<file path="src/rtl/command_response_tx.sv">
// Response framer for the host command byte stream: ACK/ERR/STATUS frames sent byte-serially on cmd_out.
// Optional trailing XOR checksum byte is enabled by defining RESP_CHECKSUM_EN.
module command_response_tx #(
    parameter int         STATUS_BYTES = 4,
    parameter logic [7:0] OP_ACK       = 8'hC0,
    parameter logic [7:0] OP_ERR       = 8'hE0,
    parameter logic [7:0] OP_STATUS    = 8'hD0
) (
    input  logic                      clk,
    input  logic                      rstn,
    input  logic                      ack_valid,
    output logic                      ack_ready,
    input  logic [7:0]                ack_cmd,
    input  logic                      err_valid,
    output logic                      err_ready,
    input  logic [7:0]                err_cmd,
    input  logic                      status_valid,
    output logic                      status_ready,
    input  logic [STATUS_BYTES*8-1:0] status_data,
    output logic                      cmd_out_valid,
    input  logic                      cmd_out_ready,
    output logic [7:0]                cmd_out_data
);

    localparam int PW = STATUS_BYTES * 8;

    typedef enum logic [1:0] {
        IDLE     = 2'd0,
        HEADER   = 2'd1,
        PAYLOAD  = 2'd2,
        CHECKSUM = 2'd3
    } state_t;

    state_t          state_q, state_d;
    logic            valid_q, valid_d;
    logic [7:0]      data_q, data_d;
    logic [3:0]      cnt_q, cnt_d;
    logic [PW-1:0]   pay_q, pay_d;
    logic            stat_q, stat_d;
    logic            xfer_s;
`ifdef RESP_CHECKSUM_EN
    logic [7:0]      csum_q, csum_d;
`endif

    assign xfer_s        = valid_q && cmd_out_ready;
    assign cmd_out_valid = valid_q;
    assign cmd_out_data  = data_q;

    // State register and registered output byte; payload is held left-aligned and shifted out MSB first
    always_ff @(posedge clk or negedge rstn) begin
        if (!rstn) begin
            state_q <= IDLE;
            valid_q <= 1'b0;
            data_q  <= 8'h00;
            cnt_q   <= 4'd0;
            pay_q   <= '0;
            stat_q  <= 1'b0;
`ifdef RESP_CHECKSUM_EN
            csum_q  <= 8'h00;
`endif
        end else begin
            state_q <= state_d;
            valid_q <= valid_d;
            data_q  <= data_d;
            cnt_q   <= cnt_d;
            pay_q   <= pay_d;
            stat_q  <= stat_d;
`ifdef RESP_CHECKSUM_EN
            csum_q  <= csum_d;
`endif
        end
    end

    // Request arbitration and frame sequencing; the next output byte is loaded as the current one transfers
    always_comb begin
        state_d      = state_q;
        valid_d      = valid_q;
        data_d       = data_q;
        cnt_d        = cnt_q;
        pay_d        = pay_q;
        stat_d       = stat_q;
        ack_ready    = 1'b0;
        err_ready    = 1'b0;
        status_ready = 1'b0;
`ifdef RESP_CHECKSUM_EN
        csum_d       = csum_q;
`endif
        case (state_q)
            IDLE: begin
                if (err_valid) begin
                    err_ready = 1'b1;
                    data_d    = OP_ERR;
                    pay_d     = PW'(err_cmd) << (PW - 8);
                    stat_d    = 1'b0;
                    valid_d   = 1'b1;
                    state_d   = HEADER;
                end else if (ack_valid) begin
                    ack_ready = 1'b1;
                    data_d    = OP_ACK;
                    pay_d     = PW'(ack_cmd) << (PW - 8);
                    stat_d    = 1'b0;
                    valid_d   = 1'b1;
                    state_d   = HEADER;
                end else if (status_valid) begin
                    status_ready = 1'b1;
                    data_d       = OP_STATUS;
                    pay_d        = status_data;
                    stat_d       = 1'b1;
                    valid_d      = 1'b1;
                    state_d      = HEADER;
                end else begin
                    state_d = IDLE;
                end
            end
            HEADER: begin
                if (xfer_s) begin
                    state_d = PAYLOAD;
                    data_d  = pay_q[PW-1 -: 8];
                    pay_d   = pay_q << 4'd8;
                    cnt_d   = stat_q ? 4'(STATUS_BYTES - 1) : 4'd0;
`ifdef RESP_CHECKSUM_EN
                    csum_d  = data_q;
`endif
                end else begin
                    state_d = HEADER;
                end
            end
            PAYLOAD: begin
                if (xfer_s) begin
                    if (cnt_q == 4'd0) begin
`ifdef RESP_CHECKSUM_EN
                        state_d = CHECKSUM;
                        data_d  = csum_q ^ data_q;
`else
                        state_d = IDLE;
                        valid_d = 1'b0;
                        data_d  = 8'h00;
`endif
                    end else begin
                        cnt_d  = cnt_q - 4'd1;
                        data_d = pay_q[PW-1 -: 8];
                        pay_d  = pay_q << 4'd8;
`ifdef RESP_CHECKSUM_EN
                        csum_d = csum_q ^ data_q;
`endif
                    end
                end else begin
                    state_d = PAYLOAD;
                end
            end
`ifdef RESP_CHECKSUM_EN
            CHECKSUM: begin
                if (xfer_s) begin
                    state_d = IDLE;
                    valid_d = 1'b0;
                    data_d  = 8'h00;
                end else begin
                    state_d = CHECKSUM;
                end
            end
`endif
            default: begin
                state_d = IDLE;
                valid_d = 1'b0;
                data_d  = 8'h00;
            end
        endcase
    end

endmodule

</file>
<file path="config.mk">
export PLATFORM = sky130hd
export DESIGN_NAME = command_response_tx
export DESIGN_NICKNAME = d
export VERILOG_FILES = /design/src/rtl/command_response_tx.sv
export SDC_FILE = /design/constraint.sdc
export NUM_CORES = 1
export LEC_CHECK = 0
export CELL_PAD_IN_SITES_DETAIL_PLACEMENT = 2
export CELL_PAD_IN_SITES_GLOBAL_PLACEMENT = 2
export CORE_MARGIN = 5
export CORE_UTILIZATION = 31
export DETAILED_ROUTE_END_ITERATION = 8
export PLACE_DENSITY = 0.85
export SYNTH_ARGS = -nofsm -noshare
export SYNTH_HDL_FRONTEND = slang
export SYNTH_SLANG_ARGS = --single-unit
export TNS_END_PERCENT = 30
</file>
<file path="constraint.sdc">
create_clock -name clk -period 2.6 [get_ports clk]
set_input_delay 0.39 -clock clk [delete_from_list [all_inputs] [get_ports clk]]
set_output_delay 0.39 -clock clk [all_outputs]
set_load 0.01 [all_outputs]
</file>
==> reports/qor.yml <==
period_minus_slack_ns: 2.34
power_w: 0.00347
final_cell_area_um2: 3480
ir_worst_vdd_mv: 0.405
clock-sinks: 48
cts_setup_buffers: 0
arrival_ns: 1.95
num_io_pins: 66
drcViolationCount: 0
grt_pass1_wl_um: 12400
async_reset_ff_share_pct: 100
grt.total_usage_pct: 15.3
ys_types: 38
regArea_um2: 1200
first_pass_iters: 4
drt-met1-wl_um: 3250
wl_per_cell_um: 18.6
synth_most_common_cell: "dfrtp_1"
synth_common_cells: "dfrtp_1, mux2_2, nand2_1, o21ai_0, a22o_1"
synthesis.nets: 291
ys_warn_count: 0
syn_area_per_cell_um2: 11.1
n_antenna_cell: 0
setup-violations-final: 0
rows: 33
rsz0062_at_grt: "false"
start_kind: "input pin"
nets: 359
synth_area_leaders: "dfrtp_1, mux2_2, a22o_1, mux2i_1, o21ai_0"
status: "finished clean"
endpoint_kind: "primary output"
dpl_cell_area_um2: 3370
num_vias: 2075
routed-wl-met2_um: 3800
cts_tree: "done"
overflow: 0
power_density_nw_per_um2: 996
worstSetupPathType: "input pin to primary output"
ant_nets: 0
hold_class: "input pin to async pin"
r2r.worst_path.cells: 7
synth-seq-cells: 48
grt_antenna_before_repair: 0
hold_viol: 0
clk_pin_slew_ns: 0.09
grt_max_degree: 49
finalCritPeriodShare_pct: 90.0
maxCapViolations: 0
yosysTopAreaCellShare_pct: 46.7
clock_latency_ns: 0.30
worstPathMaxFanout: 6
tns_ns: 0
drive_gt1_share_pct: 17.0
post_cts_resized: 0
numPortBuffers: 65
start_util_pct: 31.6
fillCellCount: 833
dr.first_iter.drc_count: 27
total_leakage_power_nw: 1.52
synth_edf_count: 0
ys_seq_area_share_pct: 46.7
topRoutingLayerUsed: "met4"
fp.dieArea_um2: 10200
worst_pin_slew_ns: 0.631
grt_pass1_vias: 2431
drt_wl_total_um: 7510
die_h_um: 101
die_x_um: 101
viasPerCell: 5.12
wl_met3_um: 402
max_slew_margin_pct: 58.0
multiInputGateArea_um2: 1240
synth_ff_type: "dfrtp_1"
syn_to_final_growth_pct: 35.3
slew_viol_final: 0
syn_area_um2: 2570
max_freq_mhz: 427
core_area_um2: 8130
synth_cells: 231
gp_congestion: 0.729
clock_skew_ns: 0.00740
ctsHoldBuffers: 0
cts_buffers: 5
clock-root-buffer: "clkbuf_8"
hpwl_um: 5780
htreeDepth: 2
cp.required_ns: 2.21
yosys.area.top_type: "dfrtp_1"
holdWs_ns: 0.177
clockBufferDepth: 2
[worst paths after layout]
kind,startpoint,endpoint,slack (ns)
setup / recovery,ack_valid,ack_ready,0.26
hold / removal,rstn,pay_q[6],0.18
setup reg to reg,cnt_q[0],pay_q[20],0.41
hold reg to reg,cmd_out_data[6],cmd_out_data[6],0.49
max in group asynchronous,rstn,pay_q[25],1.99
min in group clk,cmd_out_data[6],cmd_out_data[6],0.49
[metal layers]
metal | GRT usage [%] | vias up
met5 | 0 | -
met4 | 2.76 | 0
met3 | 4.15 | 6
met2 | 26.4 | 51
met1 | 19.5 | 1048
li1 | - | 970
[placed cells by master (no fill, tap or decap), drive strengths merged, types with 3 or more instances in the layout]
cell	Yosys	routed
a21oi	8	8
a22o	16	16
a22oi	8	8
a32o	4	4
and2	3	3
buf	7	10
clkbuf	6	6
clkdlybuf4s50	0	64
dfrtp	48	48
ha	6	6
inv	13	13
mux2	29	29
mux2i	12	12
nand2	20	20
nor2	6	6
nor2b	5	5
o21ai	18	18
o31ai	3	3
[logic make-up (layout without fill, tap and decap cells)]
logic type | Yosys count | after routing | share of synthesized area [%]
AOI/OAI and AO/OA | 66 | 66 | 19.0
DFF | 48 | 48 | 46.7
and+or+nand+nor | 44 | 44 | 8.75
muxes | 41 | 41 | 17.4
buffers and inverters | 26 | 95 | 5.30
adders and majority gates | 6 | 6 | 2.92
[area by class of cell]
class	instances	area share [%]
multi-input combinational	157	35.7
sequential	48	34.5
timing repair buffer	74	21.6
tap	105	3.77
clock buffer	6	2.08
inverter	13	1.40
clock inverter	2	1.01
[per-stage QoR]
step	cells	util, %	setup WS (ns)
after floorplan	231	-	0.571
after global placement	397	41.5	0.278
after detailed placement	397	41.5	0.216
after CTS	405	42.8	0.249
after global routing	405	42.8	0.172
final	405	42.8	0.260
[worst max-delay path, cell delays in order]
cell and delay, ns:
clkdlybuf4s50_1 0.63, nor2b_1 0.22, and2_1 0.15, clkdlybuf4s50_1 0.55
[where the power goes]
group | total, W | switching [W] | internal (W)
clock | 0.000543 | 0.000257 | 0.000286
combinational | 0.00179 | 0.000875 | 0.000912
sequential | 0.00114 | 0.000155 | 0.000982
[flip-flops by register name (all words and copies together) (netlist names)]
| name | count |
|---|---|
| state_q | 2 |
| stat_q | 1 |
| cnt_q | 4 |
| pay_q | 32 |
| cmd_out_data | 8 |
| cmd_out_valid | 1 |
No activity file was read; power rests on OpenSTA's default activity.
==> patch: new RTL, same flow settings <==
Put a register stage on the output `err_ready`, with the module's reset. The value now appears one clock later. The other outputs are not delayed to match.
--- a/src/rtl/command_response_tx.sv
+++ b/src/rtl/command_response_tx.sv
@@ -30,6 +30,8 @@
         PAYLOAD  = 2'd2,
         CHECKSUM = 2'd3
     } state_t;
+
+    logic err_ready_d;
 
     state_t          state_q, state_d;
     logic            valid_q, valid_d;
@@ -80,7 +82,7 @@
         pay_d        = pay_q;
         stat_d       = stat_q;
         ack_ready    = 1'b0;
-        err_ready    = 1'b0;
+        err_ready_d  = 1'b0;
         status_ready = 1'b0;
 `ifdef RESP_CHECKSUM_EN
         csum_d       = csum_q;
@@ -88,7 +90,7 @@
         case (state_q)
             IDLE: begin
                 if (err_valid) begin
-                    err_ready = 1'b1;
+                    err_ready_d = 1'b1;
                     data_d    = OP_ERR;
                     pay_d     = PW'(err_cmd) << (PW - 8);
                     stat_d    = 1'b0;
@@ -167,5 +169,13 @@
         endcase
     end
 
+    always_ff @(posedge clk or negedge rstn) begin
+        if (!rstn) begin
+            err_ready <= '0;
+        end else begin
+            err_ready <= err_ready_d;
+        end
+    end
+
 endmodule
 
Check against the original RTL: not equivalent (a bounded check fails within 4 cycles, from zero or initial values and one cycle with rstn low).
==> patch against the unedited design <==
Setup slack better by 0.0077 ns. Utilization about the same. Synthesized area grew 0.97%. Power is 3.1% lower. Wire length rose by 1.1%. Cell area up 0.54%. Sequential cell count up 1. Register-to-register slack gained 0.12 ns. Highest routed layer unchanged.
==> patch: results (changes against the unedited design) <==
----------------------------------------------------
[Finish]
  Flip-flop count of the largest register after layout ... 32 (unchanged)
  Layout cell share with drive strength beyond 1 ... 0.1770 (+0.007049)
  Total Nets Final ... 364 (+1.4%)
  Number of antenna cells inserted ... 0 (unchanged)
  Register containing the most flip-flops in the final layout ... pay_q
  Count of filler cells inserted in the layout ... 870 (+4.4%)

[GRT]
  Number of global-route vias before repair ... 2,400 (-1.3%)
  Overall global routing resource usage ... 0.1579 (+0.004787)
  Initial antenna violation count ... 0 (unchanged)
  Wire length of the first global-routing pass ... 12,700 um (+2.4%)
  Pin count of the biggest net entering global routing ... 50 (+2.0%)

[Route]
  Routed wire length per instance ... 18.54 um (about the same)
  Number of detailed-route iterations in the first pass ... 4 (unchanged)
  Total number of vias ... 2,073 (-0.096%)
  Initial detailed-routing violation count ... 59 (+120%)

[Clock network]
  H-Tree Level Count ... 2 (unchanged)
  Clk pin slew, worst setup/hold paths ... 0.09 ns (about the same)
  Number of buffers added by the clock tree synthesis step ... 5 (unchanged)
  Post CTS Setup Buffer Count ... 0 (unchanged)
  Clk_lat worst skew ... 0.30 ns (about the same)
  Post-CTS resize count ... 0 (unchanged)
  CTS Buffer Depth ... 2 (unchanged)
  CTS Root Cell ... clkbuf_8

[Setup path]
  Highest fanout seen on the critical path ... 7 (+1)
  Endpoint arrival time on the critical path ... 1.94 ns
  Kind of cell with the highest combined delay on the critical path ... buffers and inverters
  Beginning of the worst register-to-register path ... cnt_q[0]
  Worst path max stage delay ... 0.58 ns (-0.05 ns)
  Crit path launch ... err_valid
  CP max stage cell ... clkdlybuf4s50_1

[Synthesis]
  Async set-or-reset flop fraction in the synthesized netlist ... 1.000 (unchanged)
  Top area cells in the synthesized netlist ... dfrtp_1 (47%), mux2_2 (12%), a22o_1 (5.4%)
  Multiplexer share of the synthesized area ... 0.1719 (-0.001671)
  Post-Synth Adder-Cell Area ... 0.02889 (-0.0002809)
  Top cells by count, synth ... dfrtp_1 (49), mux2_2 (28), nand2_1 (20), o21ai_0 (18), a22o_1 (16)
  Fraction of the mapped netlist area in compound gates ... 0.1883 (-0.001830)
  Count of flip-flops with a built-in enable after synthesis ... 0 (unchanged)
  Sequential cell area fraction in the yosys report ... 0.4718 (+0.005135)
  Synth warn ... 0 (unchanged)
  Cell accounting for the most synthesized area ... dfrtp_1
  Unique masters post-synth ... 38 (unchanged)
  Syn nets ... 292 (+0.34%)
  Share of the synthesized netlist area taken by xor and xnor gates ... 0 (unchanged)

[Power]
  Worst-case vdd ir drop ... 0.3528 mV (-13%)
  Leakage power total ... 1.532 nW (+0.79%)

[Placement]
  DP HPWL ... 5962 um (+3.1%)
  Count of buffers from port buffering ... 65 (unchanged)
  Routability congestion estimate ... 0.7219 (-0.97%)
  Placed Instance Area ... 3417 sq um (+1.3%)

[Timing]
  Clock skew after layout ... 0.009096 ns (+0.001699 ns)
  Actual slew at the worst max-slew pin ... 0.6527 ns (+0.02197 ns)

[Outcome]
  Outcome ... complete, no violations

[Worst hold path]
  Min-delay worst type ... input pin to async pin

----------------------------------------------------
==> patch: metal layers <==
| layer | part of all wire | wire, um | track usage | vias to the layer above |
|---|---|---|---|---|
| met5 | 0 | 0 | 0 | - |
| met4 | 0.0097 | 74 | 0.03170 | 0 |
| met3 | 0.041 | 314 | 0.04132 | 6 |
| met2 | 0.52 | 3945 | 0.2757 | 47 |
| met1 | 0.43 | 3265 | 0.1972 | 1035 |
| li1 | - | - | - | 985 |
==> patch: stage by stage <==
step	setup WS [ns]	power (W)	std cells	utilization
5_1_grt	0.1386	0.003626	410	0.4282
6_report	0.2680	0.003359	410	0.4282
2_1_floorplan	0.5707	0.002355	232	-
3_3_place_gp	0.2245	0.002843	402	0.4180
3_5_place_dp	0.1483	0.002966	402	0.4180
4_1_cts	0.2340	0.003423	410	0.4282
==> patch: cell type report <==
class	instances	area share
Clock inverter	1	0.002144
Timing Repair Buffer	78	0.2194
Sequential cell	49	0.3503
Tap cell	105	0.03753
Multi-Input combinational cell	157	0.3549
Inverter	13	0.01394
Clock buffer	7	0.02180
==> patch: report_power, final <==
group / internal, W / total (W) / leakage [nW] / switching [W]
Clock: 0.000191 / 0.000451 / 0.0385 / 0.000260
Combinational: 0.000895 / 0.00175 / 0.847 / 0.000859
Sequential: 0.00100 / 0.00115 / 0.647 / 0.000151
Total: 0.00209 / 0.00336 / 1.53 / 0.00127
==> patch: final timing paths <==
kind                                   endpoint  cells after the start  slack (ns)
worst min register to register  cmd_out_data[0]                      1        0.50
worst max-delay path                  ack_ready                      4        0.27
min in group clk                cmd_out_data[0]                      1        0.50
worst min-delay path                   pay_q[8]                      2        0.20
max in group asynchronous       cmd_out_data[4]                      2        1.96
worst max register to register        pay_q[22]                      8        0.53
